[config.mk]
export PLATFORM = sky130hd
export DESIGN_NAME = state_seq_ctrl
export DESIGN_NICKNAME = d
export VERILOG_FILES = /design/src/rtl/ctrl_pkg.sv /design/src/rtl/iter_counter.sv /design/src/rtl/state_seq_ctrl.sv
export SDC_FILE = /design/constraint.sdc
export NUM_CORES = 1
export LEC_CHECK = 0
export BUFFER_PORTS_ARGS = -buffer_cell sky130_fd_sc_hd__buf_2
export CAP_MARGIN = 10
export CORE_MARGIN = 5
export CORE_UTILIZATION = 50
export CTS_BUF_LIST = sky130_fd_sc_hd__clkbuf_4 sky130_fd_sc_hd__clkbuf_8
export DETAILED_ROUTE_END_ITERATION = 10
export PLACE_DENSITY = 0.79
export SKIP_CTS_REPAIR_TIMING = 1
export SYNTH_ARGS = -nofsm -noshare
export SYNTH_HDL_FRONTEND = slang
export SYNTH_SLANG_ARGS = --single-unit
[constraint.sdc]
create_clock -name clk -period 1.9 [get_ports clk]
set_input_delay 0.19 -clock clk [delete_from_list [all_inputs] [get_ports clk]]
set_output_delay 0.19 -clock clk [all_outputs]
set_load 0.01 [all_outputs]
[src/rtl/ctrl_pkg.sv]
// Shared definitions for the instruction sequencer: state indices,
// arithmetic datapath codes, the multiply/divide mode and a one-hot helper.
package ctrl_pkg;

  localparam int NUM_STATES = 16;

  // State indices; bit position of each state in the one-hot output
  localparam logic [3:0] S_IF0     = 4'd0;
  localparam logic [3:0] S_IF1     = 4'd1;
  localparam logic [3:0] S_FF0     = 4'd2;
  localparam logic [3:0] S_FF1     = 4'd3;
  localparam logic [3:0] S_FF2     = 4'd4;
  localparam logic [3:0] S_TF0     = 4'd5;
  localparam logic [3:0] S_TF1     = 4'd6;
  localparam logic [3:0] S_EX0     = 4'd7;
  localparam logic [3:0] S_EX1     = 4'd8;
  localparam logic [3:0] S_IT0     = 4'd9;
  localparam logic [3:0] S_IT1     = 4'd10;
  localparam logic [3:0] S_IT2     = 4'd11;
  localparam logic [3:0] S_AR_INIT = 4'd12;
  localparam logic [3:0] S_AR_STEP = 4'd13;
  localparam logic [3:0] S_AR_FIX  = 4'd14;
  localparam logic [3:0] S_AR_DONE = 4'd15;

  // Arithmetic datapath command codes
  localparam logic [2:0] AR_IDLE    = 3'b000;
  localparam logic [2:0] AR_LOAD    = 3'b001;
  localparam logic [2:0] AR_MUL_OP  = 3'b010;
  localparam logic [2:0] AR_DIV_OP  = 3'b011;
  localparam logic [2:0] AR_RESTORE = 3'b100;
  localparam logic [2:0] AR_FINISH  = 3'b101;

  typedef enum logic {
    MODE_MUL = 1'b0,
    MODE_DIV = 1'b1
  } mode_t;

  function automatic logic [NUM_STATES-1:0] state_to_onehot(input logic [3:0] s);
    state_to_onehot = {{(NUM_STATES-1){1'b0}}, 1'b1} << s;
  endfunction

endpackage

[src/rtl/iter_counter.sv]
// Down-counter for the multiply/divide iterations: loads a start value,
// decrements on request and stops at zero instead of wrapping.
module iter_counter #(
  parameter int CNT_W = 4
) (
  input  logic             clk,
  input  logic             reset_n,
  input  logic             load,
  input  logic [CNT_W-1:0] load_val,
  input  logic             dec,
  output logic [CNT_W-1:0] count,
  output logic             zero
);

  // Load has priority; decrement saturates at zero
  always_ff @(posedge clk) begin
    if (!reset_n) begin
      count <= '0;
    end else if (load) begin
      count <= load_val;
    end else if (dec && (count != '0)) begin
      count <= count - CNT_W'(1);
    end
  end

  assign zero = (count == '0);

endmodule

[src/rtl/state_seq_ctrl.sv]
// Instruction sequencer: fetch, operand fetches, execute, interrupt entry
// and a multi-cycle multiply/divide loop driven by iter_counter.
module state_seq_ctrl
  import ctrl_pkg::*;
#(
  parameter int DATA_W = 16,
  parameter int CNT_W  = $clog2(DATA_W)
) (
  input  logic             clk,
  input  logic             reset_n,
  input  logic             ACK,
  input  logic             ITA,
  input  logic             FROM_D,
  input  logic             TO_D,
  input  logic             op_MUL,
  input  logic             op_DIV,
  input  logic             rem_neg,
  output logic [15:0]      state_oh,
  output logic [CNT_W-1:0] counter_q,
  output logic [2:0]       ar_ctrl,
  output logic             ar_busy
);

  logic [3:0] state_q;
  logic [3:0] state_d;
  mode_t      mode_q;
  logic       arith;
  logic       cnt_zero;
  logic       cnt_load;
  logic       cnt_dec;

  assign arith = op_MUL | op_DIV;

  // Next-state selection; memory-wait states hold until ACK
  always_comb begin
    state_d = state_q;
    case (state_q)
      S_IF0: state_d = S_IF1;
      S_IF1: begin
        if (ACK) begin
          if (FROM_D)     state_d = S_FF0;
          else if (TO_D)  state_d = S_TF0;
          else if (arith) state_d = S_AR_INIT;
          else            state_d = S_EX0;
        end
      end
      S_FF0: state_d = S_FF1;
      S_FF1: if (ACK) state_d = S_FF2;
      S_FF2: begin
        if (TO_D)       state_d = S_TF0;
        else if (arith) state_d = S_AR_INIT;
        else            state_d = S_EX0;
      end
      S_TF0: state_d = S_TF1;
      S_TF1: if (ACK) state_d = arith ? S_AR_INIT : S_EX0;
      S_EX0: state_d = S_EX1;
      S_EX1: state_d = ITA ? S_IT0 : S_IF0;
      S_IT0: state_d = S_IT1;
      S_IT1: if (ACK) state_d = S_IT2;
      S_IT2: state_d = S_IF0;
      S_AR_INIT: state_d = S_AR_STEP;
      S_AR_STEP: begin
        if (cnt_zero) begin
          state_d = ((mode_q == MODE_DIV) && rem_neg) ? S_AR_FIX : S_AR_DONE;
        end
      end
      S_AR_FIX:  state_d = S_AR_DONE;
      S_AR_DONE: state_d = S_EX0;
      default:   state_d = S_IF0;
    endcase
  end

  // State register; the mode is captured on the edge that enters AR_INIT
  // so operand-decode changes during the arithmetic loop cannot affect it
  always_ff @(posedge clk) begin
    if (!reset_n) begin
      state_q <= S_IF0;
      mode_q  <= MODE_MUL;
    end else begin
      state_q <= state_d;
      if (state_d == S_AR_INIT) begin
        mode_q <= op_MUL ? MODE_MUL : MODE_DIV;
      end
    end
  end

  assign cnt_load = (state_q == S_AR_INIT);
  assign cnt_dec  = (state_q == S_AR_STEP);

  iter_counter #(
    .CNT_W(CNT_W)
  ) u_iter_counter (
    .clk     (clk),
    .reset_n (reset_n),
    .load    (cnt_load),
    .load_val(CNT_W'(DATA_W - 1)),
    .dec     (cnt_dec),
    .count   (counter_q),
    .zero    (cnt_zero)
  );

  // Datapath command decoded from registered state and mode only
  always_comb begin
    ar_ctrl = AR_IDLE;
    case (state_q)
      S_AR_INIT: ar_ctrl = AR_LOAD;
      S_AR_STEP: ar_ctrl = (mode_q == MODE_MUL) ? AR_MUL_OP : AR_DIV_OP;
      S_AR_FIX:  ar_ctrl = AR_RESTORE;
      S_AR_DONE: ar_ctrl = AR_FINISH;
      default:   ar_ctrl = AR_IDLE;
    endcase
  end

  assign state_oh = state_to_onehot(state_q);
  assign ar_busy  = (state_q >= S_AR_INIT);

endmodule
== After elaboration in Yosys (flattened, before gate mapping) ==
Cells that the tools add are included.
Storage, ports and cells
  register bits: 9
  latch bits: 0
  memory bits (writable): 0
  ROM bits: 0
  bits of input ports: 9
  output and inout port bits: 24
  logic and storage cells: 45
  memories kept: 0
Operators by class
  $add $sub $neg: 1
  $mul: 0
  div/mod/pow operators: 0
  order comparisons: 1
  eq/ne operators: 16
  shifts and indexed selects: 1
  muxes and demuxes: 16
  bitwise operators: 1
  reduce and logical (&&, ||, !) cells: 6
Operators by type and width (number)
  $pmux W4 S16: 1
  $mux W4: 11
  $eq A4 B4 Y1 const B: 9
  $eq A4 B3 Y1 const B: 4
  $shl A1 B4 Y16 const A: 1
  $pmux W3 S4: 1
  $eq A4 B2 Y1 const B: 2
  $logic_not A4 Y1: 2
  $eq A4 B1 Y1 const B: 1
  $ge A4 B4 Y1 const B: 1
  $reduce_bool A4 Y1: 1
  $sub A4 B1 Y4 const B: 1
  $mux W1: 3
  $logic_and A1 B1 Y1: 2
  $reduce_bool A2 Y1: 1
  $or A1 B1 Y1: 1

== Longest topological paths before layout ==
  depth after elaboration: 7
  mapped depth: 7

== Modules after synthesis ==
Synthesis repeated with hierarchy kept, for this count alone.
Unflattened totals
  cells, all modules: 128
  area total of the unflattened synthesis: 870.8 µm²
By module, submodules not included
  state_seq_ctrl: instances 1, cells an instance 97, area an instance 614.3 µm², seq. area each 100.1 µm²
  iter_counter: instances 1, cells an instance 31, area an instance 256.5 µm², seq. area each 80.1 µm²

== Worst setup path after synthesis ==
No wires, ideal clock.
  path kind: flip-flop to flip-flop
  start point: register u_iter_counter.count[0]
  end point: register mode_q
  setup time: 72 ps
  arrival time: 1586 ps
  setup slack: 242 ps
  stages on the path, launching flop included: 8
  path buffers: 0
  period minus slack after synthesis: 1658 ps
  path through: dfxtp_1 > inv_1 > ha_1 > nor3b_2 > o32ai_1 > o211ai_1 > nor4_2 > mux2i_1
On the way
  longest elaborated chain between the ends: 4
RTL lines
  start: declaration: RTL line iter_counter.sv:11  | output logic [CNT_W-1:0] count,
  start signal: assignment: RTL line iter_counter.sv:20  | count <= load_val;
  start signal: assignment: RTL line iter_counter.sv:22  | count <= count - CNT_W'(1);
  $logic_not A4 Y1: RTL line iter_counter.sv:26  | assign zero = (count == '0);
  $mux W4: RTL line state_seq_ctrl.sv:63  | if (cnt_zero) begin
  $pmux W4 S16: RTL line state_seq_ctrl.sv:37  | case (state_q)
  $eq A4 B4 Y1: RTL line state_seq_ctrl.sv:81  | if (state_d == S_AR_INIT) begin
  end signal: assignment: RTL line state_seq_ctrl.sv:82  | mode_q <= op_MUL ? MODE_MUL : MODE_DIV;
  end: declaration: RTL line state_seq_ctrl.sv:26  | mode_t mode_q;
No other way between the ends.
A chain may end at the register's enable or synchronous reset.

== Final worst setup path ==
  start point: register state_q[1]
  end point: output state_oh[12]
On the way
  longest elaborated chain between the ends: 1
RTL lines
  start: declaration: RTL line state_seq_ctrl.sv:24  | logic [3:0] state_q;
  start signal: assignment: RTL line state_seq_ctrl.sv:80  | state_q <= state_d;
  $shl A1 B4 Y16: RTL line ctrl_pkg.sv:39  | state_to_onehot = {{(NUM_STATES-1){1'b0}}, 1'b1} << s;
  end: declaration: RTL line state_seq_ctrl.sv:18  | output logic [15:0] state_oh,
No other way between the ends.

==> impl_results.rst <==
.. list-table::
   :header-rows: 1

   * - Metric
     - Value
   * - Clock Skews
     - ~0.0018 ns
   * - Cell with the biggest individual delay on the critical path
     - sky130_fd_sc_hd__dfxtp_2
   * - Stage delay of the slowest cell on the critical path
     - about 0.4 ns
   * - Antenna fix cells
     - 0
   * - Die height
     - 51.3 um
   * - Clock input transition at the sequential cells of the worst setup and hold paths
     - 0.06 ns
   * - Post-synthesis instance area
     - 855 sq um
   * - Flip-flop and latch count after synthesis
     - 9
   * - Synthesized net count
     - 121
   * - Data arrival time at the worst-slack endpoint
     - roughly 1.6 ns
   * - Most Frequent Cell on Critical Path
     - sky130_fd_sc_hd__or2_2
   * - Mapped Cells
     - 111
   * - Antenna violations before repair
     - 0
   * - Wire length after detailed routing
     - approximately 2200 um
   * - Via count of the first global-routing pass
     - 815
   * - Clock net sink count
     - 9
   * - Setup repair after global routing missed its margin
     - no
   * - Count of flip-flops with a built-in enable after synthesis
     - 0
   * - Number of top-level design ports
     - 33
   * - Worst slew slack as a fraction of its limit
     - 0.658
   * - Net total in the final layout
     - 155
   * - Length in cells of the worst reg-to-reg path
     - 4
   * - Static Leakage
     - 0.499 nW
   * - Clock root buffer master
     - sky130_fd_sc_hd__clkbuf_4
   * - Worst supply voltage drop on vdd
     - around 480 uV
   * - Achievable frequency
     - roughly 560 MHz
   * - Number of violations reported at the end of detailed-routing iteration 0
     - 38
   * - Number of CTS-inserted buffers
     - 3
   * - Number of buffers and inverters on the critical path
     - 2
   * - Overall Global Routing Usage
     - 0.182
   * - Required arrival time at the worst endpoint
     - between 1.5 and 2 ns
   * - Crit path cell chain
     - or2_2, or2_2, inv_1, buf_2
   * - Number of buffer cells added on primary ports
     - 32
   * - Total negative slack
     - 0 ns
   * - Total power divided by cell area
     - 455 nW/um^2
   * - Total number of vias
     - approximately 920
   * - Initial Utilization
     - 0.512
   * - Top cell family by delay on the critical path
     - simple AND/OR/NAND/NOR gates
   * - Pin count of the biggest net entering global routing
     - 19
   * - Detail-routed net length per standard cell
     - approximately 14 um
   * - Hold-critical path depth
     - 2
   * - Wire length of the first global-routing pass
     - between 3000 and 4000 um
   * - DIE AREA
     - roughly 2600 sq um
   * - Area leader, netlist
     - sky130_fd_sc_hd__dfxtp_1
   * - Post-DR vias/cell
     - 5.70
   * - Area grow syn2layout
     - 22.8%
   * - Width of the die
     - 51.3 um
   * - Floorplan Core Area
     - approximately 1700 sq um
   * - Endpoint class of the critical path
     - output port
   * - Clock tree from TritonCTS
     - done
   * - Area share of the leading cell type in the synthesized netlist
     - 0.211
   * - Number of remaining DRC errors
     - 0
   * - Final Max Slew Viols
     - 0
   * - Placement row count
     - 15
   * - CTS H-tree lvls
     - 1
   * - Actual slew at the worst max-slew pin
     - about 0.50 ns
   * - Crit path depth
     - 4
   * - Worst-skew pair later-pin latency
     - around 0.25 ns
   * - ANT nets after route
     - 0
   * - Maximum clock insertion buffer count
     - 2
   * - Share of cells above drive strength 1
     - 0.396
   * - Warnings, synthesis
     - 0
   * - Number of iterations in the first detailed-routing pass
     - 4
   * - Startpoint-to-endpoint class of the critical path
     - reg2out
   * - Post-synth ARST share
     - 0
   * - Avg Cell Area, Syn
     - around 7.7 sq um
   * - Worst hold slack
     - 0.219 ns
   * - DP Cell Count
     - between 150 and 200
   * - Synth top cells by count
     - sky130_fd_sc_hd__nor2_1 (20), sky130_fd_sc_hd__dfxtp_1 (9), sky130_fd_sc_hd__nand2_1 (8)
   * - Share of the clock period used by the worst path after layout
     - 0.936
   * - Final hold violations
     - 0
   * - Most repeated cell in the gate-level netlist after synthesis
     - sky130_fd_sc_hd__nor2_1
   * - Routability cong.
     - 0.891
   * - Cell variety after synth
     - 48
   * - Ranking of synthesized cells by area
     - sky130_fd_sc_hd__dfxtp_1 (21%), sky130_fd_sc_hd__nor2_1 (8.8%), sky130_fd_sc_hd__nand2b_1 (4.4%)
   * - Maximum net fanout on the critical path
     - 18
   * - Gr ovfl total
     - 0
   * - Result of the run
     - finished clean
   * - Sequential-to-total area share from yosys stat
     - 0.211
   * - Layout filler cell count
     - approximately 150
   * - Half-perimeter wire length after detailed placement
     - 1710 um
   * - Predominant post-synthesis flop cell
     - sky130_fd_sc_hd__dfxtp_1
   * - Path type of the worst min-delay path
     - in2reg
   * - Kind of start point of the critical path
     - flip-flop
   * - Non-filler instance count after layout
     - 161
   * - Max-cap violation count
     - 0
   * - Time the final worst path needs with I/O delays and setup
     - 1.78 ns
   * - Finish-stage setup viols
     - 0
placed cells by master, fill, tap and decap left out, types with 2 or more instances in the layout:
| master | netlist | routed |
|---|---|---|
| sky130_fd_sc_hd__clkbuf_4 | 0 | 4 |
| sky130_fd_sc_hd__or2_2 | 2 | 2 |
| sky130_fd_sc_hd__nor2_1 | 20 | 20 |
| sky130_fd_sc_hd__nand2_1 | 8 | 8 |
| sky130_fd_sc_hd__nand2_2 | 2 | 2 |
| sky130_fd_sc_hd__nand2b_1 | 6 | 6 |
| sky130_fd_sc_hd__nor2b_1 | 2 | 2 |
| sky130_fd_sc_hd__o32ai_1 | 2 | 2 |
| sky130_fd_sc_hd__dfxtp_1 | 9 | 5 |
| sky130_fd_sc_hd__xor2_1 | 3 | 3 |
| sky130_fd_sc_hd__inv_1 | 5 | 5 |
| sky130_fd_sc_hd__nor3_1 | 6 | 6 |
| sky130_fd_sc_hd__o211ai_1 | 3 | 3 |
| sky130_fd_sc_hd__o21a_1 | 2 | 2 |
| sky130_fd_sc_hd__dfxtp_2 | 0 | 3 |
| sky130_fd_sc_hd__buf_4 | 2 | 3 |
| sky130_fd_sc_hd__buf_2 | 2 | 32 |
| sky130_fd_sc_hd__a21boi_1 | 3 | 3 |
| sky130_fd_sc_hd__a21oi_1 | 2 | 2 |
routing by layer:
layer,track usage,up-vias,share of wire
met1,0.245,421,0.47
met4,0.0393,0,0.0027
li1,-,460,-
met2,0.292,34,0.45
met5,0,-,0
met3,0.0437,2,0.078
per-stage QoR:
stage | instance area [sq um] | worst slack [ns] | utilization | power [mW]
2_1_floorplan | 855 | 0.242 | - | 0.292
3_3_place_gp | 1000 | 0.180 | 0.600 | 0.321
3_5_place_dp | 1000 | 0.0942 | 0.600 | 0.324
4_1_cts | 1030 | -0.00877 | 0.618 | 0.480
5_1_grt | 1050 | 0.00935 | 0.628 | 0.515
6_report | 1050 | 0.121 | 0.628 | 0.477
state kept, by name, indices dropped and copies added (netlist names):
register,flops
state_q,4
u_iter_counter.count,4
mode_q,1
logic make-up (layout without fill, tap and decap cells):
group / Yosys count / after routing / share of synthesized area
buffers and inverters: 12 / 45 / 0.0966
adders and majority gates: 1 / 1 / 0.0146
xor gates and xnor gates: 4 / 4 / 0.0410
AOI/OAI and AO/OA: 25 / 25 / 0.236
muxes: 1 / 1 / 0.0117
DFF: 9 / 9 / 0.211
and+or+nand+nor: 59 / 59 / 0.389
layout make-up:
class                           instances  area [sq um]  area share
Multi-Input combinational cell         90           598       0.570
Timing Repair Buffer                   36           194       0.185
Sequential cell                         9           188       0.179
Clock buffer                            4          30.0      0.0286
Tap cell                               17          21.3      0.0203
Inverter                                5          18.8      0.0179
worst paths after layout:
path | from | to | slack, ns
max | state_q[1] | state_oh[12] | 0.12
min | reset_n | state_q[0] | 0.22
max reg2reg | state_q[1] | mode_q | 0.14
min reg2reg | mode_q | mode_q | 0.50
power by group:
part | leakage [nW] | switching [mW] | total (mW) | internal (mW)
Combinational | 0.406 | 0.0656 | 0.116 | 0.0500
Clock | 0.0184 | 0.0611 | 0.156 | 0.0948
Sequential | 0.0748 | 0.0130 | 0.206 | 0.193
No activity file was read; power rests on OpenSTA's default activity.
